$ cat src/rtl/shift_seq_141.sv
// Sequencer for a chain of mc10141 universal shift registers: issues an optional
// LOAD cycle and then `count` shift edges, driving the shared mode lines and serial fills.
module shift_seq_141 #(
  parameter int unsigned WIDTH = 36,
  parameter int unsigned CNT_W = 6
) (
  input  logic             clk,
  input  logic             rst_n,
  input  logic             start,
  output logic             ready,
  input  logic             load_first,
  input  logic             dir,
  input  logic [1:0]       fill,
  input  logic [CNT_W-1:0] count,
  input  logic             bit0_q,
  input  logic             bitn_q,
  output logic             op2,
  output logic             op1,
  output logic             shft0in,
  output logic             shftn_in,
  output logic             busy,
  output logic             done,
  output logic [CNT_W-1:0] remaining
);

  // Both chain ends must be distinct cells and the counter needs at least one bit.
  if (WIDTH < 2 || CNT_W < 1) begin : g_param_chk
    $error("shift_seq_141: WIDTH must be >= 2 and CNT_W >= 1");
  end

  typedef enum logic [1:0] {
    S_IDLE  = 2'd0,
    S_LOAD  = 2'd1,
    S_SHIFT = 2'd2,
    S_DONE  = 2'd3
  } state_t;

  localparam logic [1:0] OP_LOAD   = 2'b00;
  localparam logic [1:0] OP_SHIFTR = 2'b01;
  localparam logic [1:0] OP_SHIFTL = 2'b10;
  localparam logic [1:0] OP_HOLD   = 2'b11;

  state_t           state_q, state_d;
  logic [CNT_W-1:0] rem_q, rem_d;
  logic             dir_q, dir_d;
  logic [1:0]       fill_q, fill_d;
  logic             fill_bit;

  // State and latched request.
  always_ff @(posedge clk or negedge rst_n) begin
    if (!rst_n) begin
      state_q <= S_IDLE;
      rem_q   <= '0;
      dir_q   <= 1'b0;
      fill_q  <= 2'b00;
    end else begin
      state_q <= state_d;
      rem_q   <= rem_d;
      dir_q   <= dir_d;
      fill_q  <= fill_d;
    end
  end

  // Serial fill value for the end the data is moving away from.
  always_comb begin
    fill_bit = 1'b0;
    case (fill_q)
      2'b00:   fill_bit = 1'b0;
      2'b01:   fill_bit = 1'b1;
      2'b10:   fill_bit = dir_q ? bit0_q : bitn_q;
      default: fill_bit = dir_q ? bitn_q : bit0_q;
    endcase
  end

  // Next state and Moore output decode.
  always_comb begin
    state_d  = state_q;
    rem_d    = rem_q;
    dir_d    = dir_q;
    fill_d   = fill_q;
    {op2, op1} = OP_HOLD;
    ready    = 1'b0;
    busy     = 1'b0;
    done     = 1'b0;
    shft0in  = 1'b0;
    shftn_in = 1'b0;

    case (state_q)
      S_IDLE: begin
        ready = 1'b1;
        if (start) begin
          dir_d  = dir;
          fill_d = fill;
          rem_d  = count;
          if (load_first)                 state_d = S_LOAD;
          else if (count == CNT_W'(0))    state_d = S_DONE;
          else                            state_d = S_SHIFT;
        end
      end
      S_LOAD: begin
        {op2, op1} = OP_LOAD;
        busy       = 1'b1;
        state_d    = (rem_q == CNT_W'(0)) ? S_DONE : S_SHIFT;
      end
      S_SHIFT: begin
        {op2, op1} = dir_q ? OP_SHIFTL : OP_SHIFTR;
        busy       = 1'b1;
        if (dir_q) shft0in  = fill_bit;
        else       shftn_in = fill_bit;
        // Guard against wrap: a zero count never stays in SHIFT.
        if (rem_q == CNT_W'(0)) begin
          state_d = S_DONE;
        end else begin
          rem_d = rem_q - CNT_W'(1);
          if (rem_q == CNT_W'(1)) state_d = S_DONE;
        end
      end
      S_DONE: begin
        done    = 1'b1;
        state_d = S_IDLE;
      end
      default: state_d = S_IDLE;
    endcase
  end

  assign remaining = rem_q;

endmodule

$ cat config.mk
export PLATFORM = sky130hd
export DESIGN_NAME = shift_seq_141
export DESIGN_NICKNAME = d
export VERILOG_FILES = /design/src/rtl/shift_seq_141.sv
export SDC_FILE = /design/constraint.sdc
export NUM_CORES = 1
export LEC_CHECK = 0
export ABC_AREA = 1
export BUFFER_PORTS_ARGS = -buffer_cell sky130_fd_sc_hd__clkbuf_2
export CORE_ASPECT_RATIO = 1.2
export CORE_UTILIZATION = 45
export CTS_CLUSTER_SIZE = 25
export DETAILED_ROUTE_END_ITERATION = 12
export GPL_TIMING_DRIVEN = 1
export PLACE_DENSITY = 0.75
export SLEW_MARGIN = 20
export SYNTH_ARGS = -nofsm -noshare
export SYNTH_HDL_FRONTEND = slang
export SYNTH_SLANG_ARGS = --single-unit
$ cat constraint.sdc
create_clock -name clk -period 1.8 [get_ports clk]
set_input_delay 0.54 -clock clk [delete_from_list [all_inputs] [get_ports clk]]
set_output_delay 0.54 -clock clk [all_outputs]
set_load 0.02 [all_outputs]
==> summary.md <==
| Metric | Value |
|---|---|
| Share of layout cells above drive strength 1 | `38.8%` |
| Mean post-synth cell area | `7.03 um2` |
| Clk_skew | `0.00475 ns` |
| Syn nets | `148` |
| Setup WS post-layout | `-0.231 ns` |
| Crit path DAT | `1.49 ns` |
| Fill count | `161` |
| GRT Overall Usage | `21.9%` |
| Initial Utilization | `48.0%` |
| Worst Path Max Fanout | `2` |
| H-tree lvl count | `1` |
| Peak Freq | `492 MHz` |
| Initial antenna violation count | `0` |
| Antenna-violating nets left | `0` |
| Slowest cell delay on critical path | `0.39 ns` |
| CTS Buffer Depth | `2` |
| Period utilization | `113%` |
| Drt drc | `0` |
| Flops & latches, synth | `11` |
| Critical path capture point type | `output port` |
| Vias in the first global route | `882` |
| Netlist Area Pre-Place | `878 um2` |
| Clock root cell | `clkbuf_4` |
| Failing checks | `negative setup slack` |
| GRT overflow | `0` |
| Via density | `5.09` |
| Worst setup SP type | `flip-flop` |
| P_leak | `0.645 nW` |
| Antenna diode count | `0` |
| Max VDD drop | `1.16 mV` |
| Worst reg2reg path startpoint | `state_q[0]` |
| Least-Margin Pin Slew | `0.301 ns` |
| Drt wl/cell | `12.3 um` |
| Nets | `189` |
| Tmin final | `2.03 ns` |
| Most frequent CP cell | `nand2_1` |
| Row Count | `17` |
| Clock-pin slew on the worst setup and hold paths | `0.08 ns` |
| Die area | `2130 um2` |
| Most common cell after layout, fill and taps aside | `nand2_1` |
| RR Endpoint | `remaining[0]` |
| Setup violators final | `4` |
| MaxCap Viol Count | `0` |
| Via count | `937` |
| Clock Sinks | `11` |
| Critical path required time | `1.26 ns` |
| Routability congestion estimate | `0.817` |
| Critical Path, Cell by Cell | `inv_2 > nand2_1 > o21bai_4 > o21ai_2 > nand2_1 > nor2_1 > buf_4` |
| RSZ-0062 raised after global routing | `yes` |
| Hold-fix buffers at CTS | `0` |
| Pre-antenna DRT Iters | `4` |
| Fin. max-slew vios | `0` |
| R2r setup slk | `0.29 ns` |
| Library cells used by synthesis | `23` |
| Clock Latency Late Sink | `0.28 ns` |
| Crit Path Category | `reg2out` |
| Largest net degree at the start of global routing | `12` |
| Final std cells w/o fill | `184` |
| P&R area growth vs syn | `36.8%` |
| Crit path from | `fill_q[0]` |
| Minimum hold slack | `0.131 ns` |
| Commonest non-fill, non-tap cells in the layout | `nand2_1, clkbuf_2, buf_4` |
| Die height | `50.4 um` |
| Core area | `1830 um2` |
| Pwr dens | `2080 nW/um2` |
| Synthesized instance count | `125` |
| CTS tree | `done` |
| Sequential cell area fraction in the yosys report | `31.3%` |
| DRT iter0 DRCs | `21` |
| Final hold violations | `0` |
| Hold Path Class | `in2async` |
| Max_slew headroom | `80.0%` |
| Post-placement setup slack | `0.0256 ns` |
| Total Wirelength | `2260 um` |
| CTS buffer count | `3` |
| First-pass GRT wire length | `3570 um` |
| FF-to-FF path depth | `9` |
| Hpwl dp | `1530 um` |
| Port bufs | `27` |
| Slowest stage cell, crit path | `dfrtp_1` |
| Io pins | `28` |
| Die X | `42.3 um` |
| Synth warnings | `0` |
| Status | `finished, violations left` |
| Placed Cells | `171` |
==> flip-flops by register name, summed over array words and instances (netlist names) <==
signal,cells
remaining,6
dir_q,1
state_q,2
fill_q,2
==> cell type report <==
class                   instances  area, um2  share of cell area (%)
multi-input cells              99        594                    49.5
flip-flops and latches         11        275                    22.9
repair buffers                 38        230                    19.2
inverters                      13       51.3                    4.27
clock buffers                   4       26.3                    2.19
well taps                      19       23.8                    1.98
==> worst max path at each step <==
stage / slack, ns / endpoint / cells after the start
floorplan: -0.10 / op1 / 4
global placement: 0.08 / shftn_in / 8
detailed placement: 0.03 / shft0in / 8
CTS: -0.14 / shft0in / 7
global route: -0.27 / shftn_in / 6
finish: -0.23 / shftn_in / 7
==> repair_timing <==
action	4_1_cts	5_1_grt
pin swaps	0	5
endpoints found under the setup margin	5	6
resized for setup	7	16
buffers inserted	3	6
==> per-stage QoR <==
| step | util, % | area, um2 | power [mW] | TNS [ns] |
|---|---|---|---|---|
| after CTS | 60.3 | 1100 | 2.27 | -0.535 |
| after global placement | 57.0 | 1040 | 1.96 | 0 |
| after floorplan | - | 878 | 1.64 | -0.206 |
| after global routing | 65.7 | 1200 | 2.75 | -0.771 |
| final | 65.7 | 1200 | 2.50 | -0.543 |
| after detailed placement | 57.0 | 1040 | 2.01 | 0 |
==> per-layer routing <==
layer  up-vias  GRT usage (%)  wire (um)
li1        481              -          -
met1       419           25.6        915
met2        33           37.2       1210
met3         4           2.52         96
met4         0           14.6         39
met5         -              0          0
==> worst max-delay path, delay by kind of cell, from the launching register on <==
family                 cells  cell delay (ns)
buffers and inverters      2             0.23
DFF                        1             0.39
AOI/OAI and AO/OA          2             0.32
and+or+nand+nor            3             0.27
==> Yosys cell counts, drive strengths merged <==
library cell | number | area, um2
dfrtp | 11 | 275
nand2 | 45 | 176
buf | 2 | 10.0
nand4 | 2 | 18.8
o21bai | 1 | 7.51
nor2 | 18 | 85.1
nand3 | 5 | 25.0
o21ai | 12 | 67.6
a21oi | 5 | 28.8
xnor2 | 1 | 8.76
inv | 13 | 51.3
o211ai | 1 | 12.5
ha | 8 | 100
mux2 | 1 | 11.3
==> power by group <==
part	total, mW	internal, mW	switching [mW]	leakage (nW)
logic	1.78	0.742	1.04	0.499
registers	0.542	0.376	0.166	0.132
clock network	0.180	0.0860	0.0939	0.0150
total	2.50	1.20	1.30	0.645
==> cell families after synthesis <==
family	after synthesis	synth area share [%]
and+or+nand+nor	70	34.8
AOI/OAI and AO/OA	19	13.2
buffers and inverters	15	6.98
DFF	11	31.3
adders and majority gates	8	11.4
xor gates and xnor gates	1	0.997
muxes	1	1.28
No activity file was read; power rests on OpenSTA's default activity.
